## src/rtl/select_encode_scoreboard_pkg.sv

```systemverilog
// Shared defaults and helpers for the register select/encode block and its
// pending-write scoreboard.
package sel_enc_pkg;
  localparam int NUM_REGS_DEF = 16;
  localparam int IR_W_DEF     = 32;
  localparam int RA_LSB_DEF   = 23;
  localparam int RB_LSB_DEF   = 19;
  localparam int RC_LSB_DEF   = 15;
  localparam int C_W_DEF      = 19;
  localparam int PEND_W_DEF   = 2;

  // onehot() is sized for the largest register file supported; callers truncate.
  localparam int ONEHOT_MAX = 64;
  localparam int ONEHOT_IW  = 6;

  typedef enum logic [1:0] {FLD_RA, FLD_RB, FLD_RC} fld_e;

  function automatic logic [ONEHOT_MAX-1:0] onehot(input logic [ONEHOT_IW-1:0] idx);
    onehot      = '0;
    onehot[idx] = 1'b1;
  endfunction
endpackage

```

## src/rtl/select_encode_scoreboard_pend_counter.sv

```systemverilog
// Outstanding-write counter for one register: saturates at max, floors at zero.
module pend_counter #(
  parameter int PEND_W = 2
) (
  input  logic clock,
  input  logic reset,
  input  logic inc,
  input  logic dec,
  output logic nonzero,
  output logic full,
  output logic underflow
);
  logic [PEND_W-1:0] cnt_q, cnt_d;

  assign nonzero = |cnt_q;
  assign full    = &cnt_q;

  // Simultaneous inc and dec cancel, so neither saturation nor underflow applies.
  always_comb begin
    cnt_d     = cnt_q;
    underflow = 1'b0;
    if (inc && !dec) begin
      if (!full) cnt_d = cnt_q + PEND_W'(1);
    end else if (dec && !inc) begin
      if (nonzero) cnt_d = cnt_q - PEND_W'(1);
      else         underflow = 1'b1;
    end
  end

  always_ff @(posedge clock) begin
    if (reset) cnt_q <= '0;
    else       cnt_q <= cnt_d;
  end
endmodule

```

## src/rtl/select_encode_scoreboard.sv

```systemverilog
// IR field select / one-hot register enable decode, C-constant extension and a
// per-register pending-write scoreboard that raises an advisory stall.
module select_encode_scoreboard
  import sel_enc_pkg::*;
#(
  parameter int NUM_REGS = NUM_REGS_DEF,
  parameter int REG_W    = $clog2(NUM_REGS),
  parameter int IR_W     = IR_W_DEF,
  parameter int RA_LSB   = RA_LSB_DEF,
  parameter int RB_LSB   = RB_LSB_DEF,
  parameter int RC_LSB   = RC_LSB_DEF,
  parameter int C_W      = C_W_DEF,
  parameter int PEND_W   = PEND_W_DEF
) (
  input  logic                clock,
  input  logic                reset,
  input  logic [IR_W-1:0]     IRin,
  input  logic                Gra,
  input  logic                Grb,
  input  logic                Grc,
  input  logic                Rin,
  input  logic                Rout,
  input  logic                BAout,
  input  logic                issue,
  input  logic                retire,
  input  logic [REG_W-1:0]    retire_reg,
  output logic [NUM_REGS-1:0] R_in,
  output logic [NUM_REGS-1:0] R_out,
  output logic                ba_zero,
  output logic [IR_W-1:0]     C_sext,
  output logic [IR_W-1:0]     C_zext,
  output logic                stall,
  output logic                sel_err,
  output logic                sb_err
);
  logic [REG_W-1:0]    ra, rb, rc, sel;
  logic                sel_vld, same_reg, rd_busy, issue_full;
  fld_e                fld;
  logic [NUM_REGS-1:0] oh, inc, dec, nonzero, full, underflow;
  logic                sb_err_q, sb_err_d;
  logic                unused_ir;

  assign unused_ir = ^IRin;

  always_comb begin
    ra      = IRin[RA_LSB +: REG_W];
    rb      = IRin[RB_LSB +: REG_W];
    rc      = IRin[RC_LSB +: REG_W];
    sel_vld = Gra | Grb | Grc;
    sel_err = (Gra & Grb) | (Gra & Grc) | (Grb & Grc);

    if (Gra)      fld = FLD_RA;
    else if (Grb) fld = FLD_RB;
    else          fld = FLD_RC;
    case (fld)
      FLD_RA:  sel = ra;
      FLD_RB:  sel = rb;
      default: sel = rc;
    endcase

    oh      = sel_vld ? NUM_REGS'(onehot(ONEHOT_IW'(sel))) : '0;
    R_in    = Rin ? oh : '0;
    // A base-address read of R0 substitutes a constant zero on the bus.
    ba_zero = BAout & sel_vld & (sel == '0);
    R_out   = ((Rout | BAout) & ~ba_zero) ? oh : '0;

    C_zext  = {{(IR_W-C_W){1'b0}}, IRin[C_W-1:0]};
    C_sext  = {{(IR_W-C_W){IRin[C_W-1]}}, IRin[C_W-1:0]};

    for (int i = 0; i < NUM_REGS; i++) begin
      inc[i] = issue  & (ra == REG_W'(i));
      dec[i] = retire & (retire_reg == REG_W'(i));
    end

    same_reg   = issue & retire & (retire_reg == ra);
    issue_full = issue & full[ra] & ~same_reg;
    rd_busy    = (Rout | BAout) & sel_vld & nonzero[sel] & ~ba_zero;
    stall      = rd_busy | issue_full;

    sb_err_d   = sb_err_q | (|underflow);
  end

  for (genvar g = 0; g < NUM_REGS; g++) begin : g_pend
    pend_counter #(.PEND_W(PEND_W)) u_cnt (
      .clock     (clock),
      .reset     (reset),
      .inc       (inc[g]),
      .dec       (dec[g]),
      .nonzero   (nonzero[g]),
      .full      (full[g]),
      .underflow (underflow[g])
    );
  end

  always_ff @(posedge clock) begin
    if (reset) sb_err_q <= 1'b0;
    else       sb_err_q <= sb_err_d;
  end

  assign sb_err = sb_err_q;
endmodule

```

## config.mk

```make
export PLATFORM = sky130hd
export DESIGN_NAME = select_encode_scoreboard
export DESIGN_NICKNAME = d
export VERILOG_FILES = /design/src/rtl/select_encode_scoreboard_pkg.sv /design/src/rtl/select_encode_scoreboard_pend_counter.sv /design/src/rtl/select_encode_scoreboard.sv
export SDC_FILE = /design/constraint.sdc
export NUM_CORES = 1
export LEC_CHECK = 0
export ABC_AREA = 1
export ABC_CLOCK_PERIOD_IN_PS = 3100
export BUFFER_PORTS_ARGS = -buffer_cell sky130_fd_sc_hd__buf_4
export CORE_ASPECT_RATIO = 2
export CORE_MARGIN = 4
export CORE_UTILIZATION = 51
export DETAILED_ROUTE_END_ITERATION = 10
export PLACE_DENSITY = 0.9
export RECOVER_POWER = 50
export SYNTH_ARGS = -nofsm -noshare
export SYNTH_HDL_FRONTEND = slang
export SYNTH_SLANG_ARGS = --single-unit
```

## constraint.sdc

```tcl
create_clock -name clock -period 3.1 [get_ports clock]
set_clock_uncertainty 0.2 [all_clocks]
set_input_delay 0.62 -clock clock [delete_from_list [all_inputs] [get_ports clock]]
set_output_delay 0.62 -clock clock [all_outputs]
set_load 0.01 [all_outputs]
```

**Yosys cells after proc, flatten, opt, wreduce, memory -nomap -nowiden**

Index checks and enable logic that the tools add are counted.

- $lt $le $gt $ge: 4
- Bitwise gates (word level): 54
- Reductions and logical operators: 150
- $add $sub $neg: 32
- Eq/ne operators: 48
- Muxes and demuxes: 124

Operators with widths:

| kind | number |
|---|---|
| 2-bit two-way mux | 66 |
| 4-bit equality test, second input constant | 16 |
| 2-bit nonzero test | 32 |
| 1-bit two-way mux | 51 |
| 16-bit two-way mux | 3 |
| 3-bit AND reduction | 16 |
| 1-bit bitwise AND | 45 |
| 1-bit logical AND | 33 |
| 2-bit by 1-bit adder with 2-bit output, second input constant | 16 |
| 4-bit by 3-bit equality test with 1-bit output, second input constant | 8 |
| 1-bit zero test | 32 |
| 2-bit inequality test, second input constant | 16 |
| 2-bit AND reduction | 16 |
| 2-bit OR reduction | 16 |
| 2-bit by 1-bit subtractor with 2-bit output, second input constant | 16 |
| 4-bit by 2-bit equality test with 1-bit output, second input constant | 4 |
| 16-bit OR reduction | 1 |
| 4-bit zero test | 3 |
| 4-bit by 5-bit < comparator with 1-bit output, second input constant | 2 |
| 1-bit binary-select mux with 4-bit select | 2 |
| 4-bit by 1-bit equality test with 1-bit output, second input constant | 2 |
| 4-bit one-hot mux with 2 select lines | 1 |
| 4-bit by 7-bit < comparator with 1-bit output, second input constant | 1 |
| 1-bit bitwise OR | 7 |
| other kinds (6) | 7 |

- Output and inout bits: 100
- Register bits: 33
- Input port bits: 46

**Longest topological paths before layout**

Gate-level depths: netlist (run 1).

- Word-level depth: 10
- Gate-level depth with buffers: 13
- Mapped depth without buffers: 13

**Cells and area by module**

A second synthesis (run 1) with hierarchy kept.

- Cells, all modules: 634
- Area, all modules: 3981.3 um^2

By module, submodules not included:

| module | cells each | area each (um^2) | instances |
|---|---|---|---|
| pend_counter | 20 | 138.9 | 16 |
| select_encode_scoreboard | 314 | 1759.2 | 1 |

**Worst setup path after synthesis (run 1)**

OpenSTA, ideal clock, no wires.

- Path type: input to output
- From: input port Gra
- To: output port R_out[11]
- Buffers on the path: 1
- Setup slack: 0.602 ns
- Stages on the path: 8
- Required time: 2.280 ns
- Arrival time: 1.678 ns
- Cell sequence: nor2_4 -> inv_2 -> nor2_1 -> nor2_1 -> nand2_4 -> nand2_4 -> buf_6 -> nor3_1

- Cells in the longest elaborated chain, start to end: 9
- Elaborated cells between the ends (all ways): 18
- Those cells by class: order compare: 2; eq/ne: 1; mux: 6; bitwise: 6; reduce/logical: 3

Ends and longest elaborated chain:

| item | line | RTL |
|---|---|---|
| start: declaration | select_encode_scoreboard.sv:18 | `input logic Gra,` |
| 2-bit two-way mux | select_encode_scoreboard.sv:52 | `if (Gra) fld = FLD_RA;` |
| 2-bit by 1-bit equality test with 1-bit output or 2-bit zero test (tied branches) | select_encode_scoreboard.sv:55 | `case (fld)` |
| 4-bit one-hot mux with 2 select lines | select_encode_scoreboard.sv:55 |  |
| 4-bit by 7-bit < comparator with 1-bit output (implied by the code) or 4-bit by 1-bit greater-or-equal comparator with 1-bit output (tied branches) | select_encode_scoreboard_pkg.sv:20 | `onehot[idx] = 1'b1;` |
| 1-bit logical AND (implied by the code) | select_encode_scoreboard_pkg.sv:20 |  |
| 1-bit two-way mux (implied by the code) | select_encode_scoreboard_pkg.sv:20 |  |
| 1-bit demux with 4-bit select | select_encode_scoreboard_pkg.sv:20 |  |
| 16-bit two-way mux | select_encode_scoreboard.sv:61 | `oh = sel_vld ? NUM_REGS'(onehot(ONEHOT_IW'(sel))) : '0;` |
| 16-bit two-way mux (*) | select_encode_scoreboard.sv:65 | `R_out = ((Rout \| BAout) & ~ba_zero) ? oh : '0;` |
| end: declaration | select_encode_scoreboard.sv:28 | `output logic [NUM_REGS-1:0] R_out,` |

Mark *: on every way between the ends. The rest lies on a longest branch, timed or not.

**Worst setup path after layout (run 1)**

- From: input port IRin[23]
- To: output port R_out[4]

- Cells in the longest elaborated chain, start to end: 7
- Elaborated cells between the ends (all ways): 12
- Those cells by class: order compare: 2; mux: 5; bitwise: 3; reduce/logical: 2

Ends and longest elaborated chain:

| item | line | RTL |
|---|---|---|
| start: declaration | select_encode_scoreboard.sv:17 | `input logic [IR_W-1:0] IRin,` |
| 4-bit one-hot mux with 2 select lines (*) | select_encode_scoreboard.sv:55 |  |
| 4-bit by 7-bit < comparator with 1-bit output (implied by the code) or 4-bit by 1-bit greater-or-equal comparator with 1-bit output (tied branches) | select_encode_scoreboard_pkg.sv:20 |  |
| 1-bit logical AND (implied by the code) | select_encode_scoreboard_pkg.sv:20 |  |
| 1-bit two-way mux (implied by the code) | select_encode_scoreboard_pkg.sv:20 |  |
| 1-bit demux with 4-bit select | select_encode_scoreboard_pkg.sv:20 |  |
| 16-bit two-way mux | select_encode_scoreboard.sv:61 |  |
| 16-bit two-way mux (*) | select_encode_scoreboard.sv:65 |  |

Marks and branches as above.

==> results.json, run 1 <==
{
  "clk_latency_ns": 0.28,
  "critPathCapture": "R_out[4]",
  "syn_to_final_growth_pct": 8.79,
  "grt_antenna_before_repair": 0,
  "seq_area_frac_synth": 0.172,
  "crit_fanout": 11,
  "grt_usage": 0.246,
  "rows": 44,
  "synthArstFlopShare": 0,
  "gr-total-overflow": 0,
  "worst_slack_ns": 0.156,
  "cpLargestDelayFamily": "simple AND/OR/NAND/NOR gates",
  "synth_cell_type_count": 33,
  "cpPeakStageDelay_ns": 0.23,
  "synth_edf_count": 0,
  "synth_seq_cells": 33,
  "yosys_warnings": 0,
  "reg2reg_depth": 6,
  "p_per_area_nw_per_um2": 296,
  "instances_no_fill": 768,
  "cp_slowest_cell": "nor2_1",
  "yosysMostFrequentCell": "nand2_1",
  "timing.critical_path.from": "IRin[23]",
  "rrSetupSlack_ns": 1.58,
  "finalSetupViolCount": 0,
  "grt_pass1_vias": 3928,
  "final-hold-violation-count": 0,
  "synthTopCellsByCount": "nand2_1, inv_1, nor2_1",
  "report.final.slew_viol_count": 0,
  "gp_congestion": 1.01,
  "critPathBufInv": 3,
  "grt_setup_unrepaired": "no",
  "die_y_um": 131,
  "critPathKind": "input port to primary output",
  "worst-endpoint-required_ns": 2.28,
  "vias_per_cell": 5.26,
  "drv_cap": 0,
  "drive_gt1_frac": 0.138,
  "die_x_um": 69.3,
  "synth_top_cell_by_area": "dfxtp_1",
  "rr_startpoint": "g_pend[5].u_cnt.cnt_q[0]",
  "grt_max_degree": 34,
  "numCtsBuffers": 5,
  "netlist_instances": 643,
  "tns_ns": 0,
  "synth-main-ff-cell": "dfxtp_1",
  "cts_resized": 0,
  "core_area_um2": 7270,
  "dr.pass1.iters": 5,
  "clk_pin_slew_ns": 0.05,
  "worstSetupEndpointType": "primary output",
  "synth_top_cell_area_share": 0.172,
  "p_leak_nw": 1.80,
  "max-vdd-ir-drop_mv": 0.351,
  "syn_area_per_cell_um2": 5.96,
  "crit_arrival_ns": 2.12,
  "min_period_over_period": 0.950,
  "diodes": 0,
  "clock-sinks": 33,
  "fin_crit_ns": 2.94,
  "fin_util": 0.574,
  "r2r-end": "sb_err",
  "numPortBuffers": 82,
  "crit_path_start_kind": "input port",
  "dp_cells": 760,
  "clockBufferDepth": 2,
  "post_cts_buffers": 0,
  "status": "completed",
  "root_buffer": "clkbuf_16",
  "ctsHoldBuffers": 0,
  "hold_path.class": "register to register",
  "nets": 753,
  "grt_pass1_wl_um": 17800,
  "antenna_left": 0,
  "netlist_area_um2": 3830,
  "drt_iter0_markers": 212,
  "wl_um": 11500,
  "num_vias": 4038,
  "die_area_um2": 9050,
  "hpwl_um": 9560,
  "tritoncts": "yes",
  "start_util": 0.527,
  "crit_cells": 9,
  "io_pins": 146,
  "synth_area_leaders": "dfxtp_1, nand2_1, buf_4",
  "h-tree-depth": 2,
  "fmax_mhz": 340,
  "post-route-drc-count": 0,
  "path_cells": "buf_4 -> nand2_1 -> nand3_2 -> inv_2 -> nand2_2 -> nor2_1 -> nand2_1 -> nor2_1 -> buf_4",
  "dp_worst_setup_slack_ns": 0.193,
  "routedWlPerCell_um": 15.0
}
==> cell usage in the layout, fill, tap and decap left out <==
cell / netlist / routed
nor3_1: 28 / 28
ha_1: 32 / 32
nor2_4: 2 / 2
clkinv_1: 1 / 1
nand2_4: 2 / 2
nor3_4: 0 / 1
a31oi_1: 2 / 2
a211oi_1: 4 / 4
or2_2: 3 / 3
nor4_1: 1 / 1
o2111ai_1: 2 / 2
clkbuf_1: 5 / 23
o21a_1: 1 / 1
inv_1: 114 / 114
clkinv_2: 0 / 2
nor3_2: 2 / 1
o21ai_1: 2 / 2
conb_1: 1 / 13
buf_4: 64 / 62
nand4_1: 6 / 6
inv_2: 4 / 4
nand3_2: 4 / 4
clkbuf_16: 0 / 5
nor2_2: 1 / 1
nand2_2: 3 / 3
xnor2_1: 1 / 1
nand2_1: 130 / 130
o21ai_0: 33 / 33
nor2_1: 78 / 78
clkbuf_4: 0 / 1
a21oi_1: 51 / 51
dfxtp_1: 33 / 33
clkinvlp_4: 0 / 1
nand3b_4: 1 / 1
o221ai_1: 2 / 2
nand3_1: 26 / 26
==> per-layer routing <==
| layer | GRT usage | vias to the layer above | wire, um |
|---|---|---|---|
| met5 | 0 | - | 0 |
| met4 | 0.190 | 0 | 874 |
| met3 | 0.0406 | 77 | 831 |
| met2 | 0.481 | 182 | 5990 |
| met1 | 0.220 | 1781 | 3810 |
| li1 | - | 1998 | - |
==> metrics by stage <==
step / power [mW] / hold slack, ns / instance area (um^2)
after floorplan: 0.702 / 0.267 / 3880
after global placement: 0.757 / 0.281 / 4110
after detailed placement: 0.762 / 0.289 / 4110
after CTS: 1.25 / 0.297 / 4250
after global routing: 1.29 / 0.324 / 4170
final: 1.24 / 0.299 / 4170
==> report_power, final <==
group / switching [mW] / internal (mW) / leakage, nW / total, mW
Combinational: 0.206 / 0.109 / 1.46 / 0.316
Sequential: 0.00191 / 0.426 / 0.266 / 0.428
Clock: 0.197 / 0.294 / 0.0696 / 0.491
Total: 0.405 / 0.830 / 1.80 / 1.24
==> cells by family (layout without fill, tap and decap cells) <==
family	count (synthesis)	count (layout)	synth area share
and+or+nand+nor	287	287	0.330
buffers and inverters	192	213	0.255
AOI/OAI and AO/OA	97	97	0.135
DFF	33	33	0.172
adders and majority gates	32	32	0.105
other	1	13	0.000979
xor gates and xnor gates	1	1	0.00229
==> worst min path at each step <==
stage,slack [ns],from,cells past startpoint,end
after floorplan,0.27,g_pend[3].u_cnt.cnt_q[1],2,g_pend[3].u_cnt.cnt_q[1]
after global placement,0.28,g_pend[1].u_cnt.cnt_q[1],2,g_pend[1].u_cnt.cnt_q[1]
after detailed placement,0.29,g_pend[1].u_cnt.cnt_q[1],2,g_pend[1].u_cnt.cnt_q[1]
after CTS,0.30,g_pend[1].u_cnt.cnt_q[1],2,g_pend[1].u_cnt.cnt_q[1]
after global routing,0.32,g_pend[2].u_cnt.cnt_q[0],2,g_pend[2].u_cnt.cnt_q[0]
final,0.30,g_pend[1].u_cnt.cnt_q[1],2,g_pend[1].u_cnt.cnt_q[1]
==> worst register-to-register path, cell delays in order, from the launching register on <==
cell and delay (ns):
dfxtp_1 0.39, nor2_1 0.10, nand3_1 0.08, o21a_1 0.12, o2111ai_1 0.21, nor3_1 0.25, nor2_1 0.05
==> flip-flops by register name, summed over array words and instances (netlist names) <==
register and cells:
g_pend.u_cnt.cnt_q 32, sb_err 1
==> area by class of cell <==
| type | instances | area [um^2] |
|---|---|---|
| multi-input cells | 430 | 2240 |
| well taps | 92 | 115 |
| fillers | 769 | 3100 |
| inverters | 119 | 447 |
| clock buffers | 5 | 125 |
| clock inverters | 3 | 17.5 |
| flip-flops and latches | 33 | 661 |
| repair buffers | 86 | 559 |
Power figures use the tool's default switching activity.
==> run 2: changes to the inputs <==
--- a/config.mk
+++ b/config.mk
@@ -12,8 +12,9 @@
 export CORE_MARGIN = 4
 export CORE_UTILIZATION = 51
 export DETAILED_ROUTE_END_ITERATION = 10
-export PLACE_DENSITY = 0.9
+export PLACE_DENSITY = 0.89
 export RECOVER_POWER = 50
 export SYNTH_ARGS = -nofsm -noshare
 export SYNTH_HDL_FRONTEND = slang
+export SYNTH_HIERARCHICAL = 1
 export SYNTH_SLANG_ARGS = --single-unit
==> run 2 against run 1 <==
Die area rose by 3.6%. Clock power rose by 7.3%. Critical path type unchanged. Via count rose by 4.1%. Sequential cell count did not move. Sequential share of layout area fell by 0.51 points. Fmax rose by 1.6%. Register-to-register slack got worse by 0.20 ns. Power rose by 5.4%. Non-clock buffer count fell by 1. Largest cell class unchanged. Combinational power rose by 7.3%. Wire length fell by 0.17%. Sequential power rose by 2%.
==> results.json, run 2 <==
{
  "synth_area_leaders": "dfxtp_1, buf_4, nand2_1",
  "numCtsBuffers": 5,
  "drive_gt1_frac": 0.301,
  "grt_antenna_before_repair": 0,
  "wl_um": 11500,
  "dp_worst_setup_slack_ns": 0.208,
  "instances_no_fill": 766,
  "grt_setup_unrepaired": "no",
  "reg2reg_depth": 6,
  "dr.pass1.iters": 5,
  "synth_top_cell_by_area": "dfxtp_1",
  "die_area_um2": 9370,
  "final_cell_mix": "nand2_1, inv_1, nor2_1, buf_4",
  "grt_max_degree": 18,
  "numPortBuffers": 82,
  "p_total_mw": 1.30,
  "clock-sinks": 33,
  "core_area_um2": 7600,
  "timing.critical_path.from": "Gra",
  "yosysMostFrequentCell": "nand2_1",
  "clockBufferDepth": 2,
  "p_leak_nw": 2.18,
  "finalSetupViolCount": 0,
  "worstSetupEndpointType": "primary output",
  "post_cts_buffers": 0,
  "tightest_slew_ns": 0.512,
  "gr-total-overflow": 0,
  "worst-endpoint-required_ns": 2.28,
  "worst_slack_ns": 0.203,
  "start_util": 0.524,
  "crit_path_start_kind": "input port",
  "report.final.slew_viol_count": 0,
  "synthTopCellsByCount": "nand2_1, inv_1, nor2_1",
  "drv_cap": 0,
  "num_vias": 4204,
  "netlist_instances": 634,
  "synth_seq_cells": 33,
  "cts_resized": 0,
  "die_x_um": 70.5,
  "rows": 45,
  "grt_pass1_wl_um": 18000,
  "clk_pin_slew_ns": 0.05,
  "die_y_um": 133,
  "rrSetupSlack_ns": 1.38,
  "holdCritStartpoint": "g_pend[12].u_cnt/cnt_q[1]",
  "post-route-drc-count": 0,
  "tns_ns": 0,
  "synth_cell_type_count": 34,
  "crit_fanout": 16,
  "holdPathEnd": "g_pend[12].u_cnt/cnt_q[1]",
  "regMostFlops": "g_pend.u_cnt/cnt_q",
  "synth-main-ff-cell": "dfxtp_1",
  "diodes": 0,
  "final-hold-violation-count": 0,
  "r2r-end": "sb_err",
  "syn_to_final_growth_pct": 8.14,
  "antenna_left": 0,
  "grt_usage": 0.240,
  "hpwl_um": 9330,
  "grt_pass1_vias": 4214,
  "tritoncts": "yes",
  "synth_edf_count": 0,
  "routedWlPerCell_um": 15.0,
  "synthArstFlopShare": 0,
  "dp_cells": 758,
  "seq_area_frac_synth": 0.166,
  "place_area_um2": 4270,
  "crit_arrival_ns": 2.08,
  "gp_congestion": 0.989,
  "min_period_over_period": 0.934,
  "rr_startpoint": "g_pend[1].u_cnt/cnt_q[1]",
  "ctsHoldBuffers": 0,
  "slew_headroom": 0.657,
  "netlist_area_um2": 3980,
  "p_per_area_nw_per_um2": 302,
  "max-vdd-ir-drop_mv": 0.293,
  "io_pins": 146,
  "hold_path.class": "register to register",
  "critPathKind": "input port to primary output",
  "status": "completed",
  "final_common_cell": "nand2_1",
  "holdPathStages": 2,
  "fmax_mhz": 345,
  "h-tree-depth": 2,
  "clk_latency_ns": 0.29,
  "largest_reg_flops": 32,
  "root_buffer": "clkbuf_16",
  "yosys_warnings": 6,
  "nets": 717,
  "vias_per_cell": 5.49,
  "drt_iter0_markers": 268,
  "syn_area_per_cell_um2": 6.28,
  "fin_crit_ns": 2.90,
  "final_area_um2": 4310,
  "synth_top_cell_area_share": 0.166
}
[run 2: changes by cell type in the layout (fill, tap and decap cells not counted), sizes merged, moves of 9 or more]
cell,delta
a31oi,+16
nand2,+18
nand3,+14
nor2,+9
ha,-32
a21oi,-34
o21ai,-13
[run 2: through the flow]
| stage | hold WS [ns] | utilization |
|---|---|---|
| finish | 0.297 | 0.566 |
| global route | 0.324 | 0.566 |
| CTS | 0.296 | 0.582 |
| detailed placement | 0.288 | 0.561 |
| global placement | 0.274 | 0.561 |
| floorplan | 0.266 | - |
[run 2: worst max-delay path by stage]
| stage | to | slack, ns |
|---|---|---|
| 4_1_cts | stall | 0.21 |
| 6_report | stall | 0.20 |
| 5_1_grt | stall | 0.06 |
| 3_3_place_gp | stall | 0.21 |
| 2_1_floorplan | R_out[5] | 0.65 |
| 3_5_place_dp | stall | 0.21 |
[run 2: power breakdown]
group / leakage [nW] / internal [mW] / switching (mW)
logic: 1.83 / 0.115 / 0.224
registers: 0.267 / 0.431 / 0.00450
clock network: 0.0799 / 0.340 / 0.187
total: 2.18 / 0.886 / 0.416
[run 2: logic make-up (layout without fill, tap and decap cells)]
kind of cell / count (synthesis) / after routing / share of synthesized area
buf+inv: 192 / 218 / 0.247
compound gates: 68 / 68 / 0.0981
simple gates: 339 / 339 / 0.486
flops: 33 / 33 / 0.166
other cells: 1 / 13 / 0.000942
xor+xnor: 1 / 1 / 0.00220
[run 2: layout make-up]
class | instances | area, um^2
Inverter | 125 | 469
Timing Repair Buffer | 85 | 559
Tap cell | 94 | 118
Multi-Input combinational cell | 421 | 2340
Clock inverter | 1 | 5.00
Sequential cell | 33 | 661
Clock buffer | 7 | 153
Fill cell | 751 | 3300
[run 2: critical path: stages]
cell and delay (ns):
buf_4 0.14, nor2_4 0.18, nand2_4 0.10, nand3_4 0.23, nand2_4 0.10, nor2_8 0.12
nand3_4 0.10, nand3_1 0.10, nor2_1 0.06, nand2_1 0.08, nand2_1 0.08, buf_4 0.15
[run 2: routing by layer]
metal / wire, um / part of all wire / track usage
met2: 5900 / 0.51 / 0.443
met4: 1120 / 0.097 / 0.241
met3: 994 / 0.087 / 0.0578
met1: 3470 / 0.30 / 0.190
met5: 0 / 0 / 0
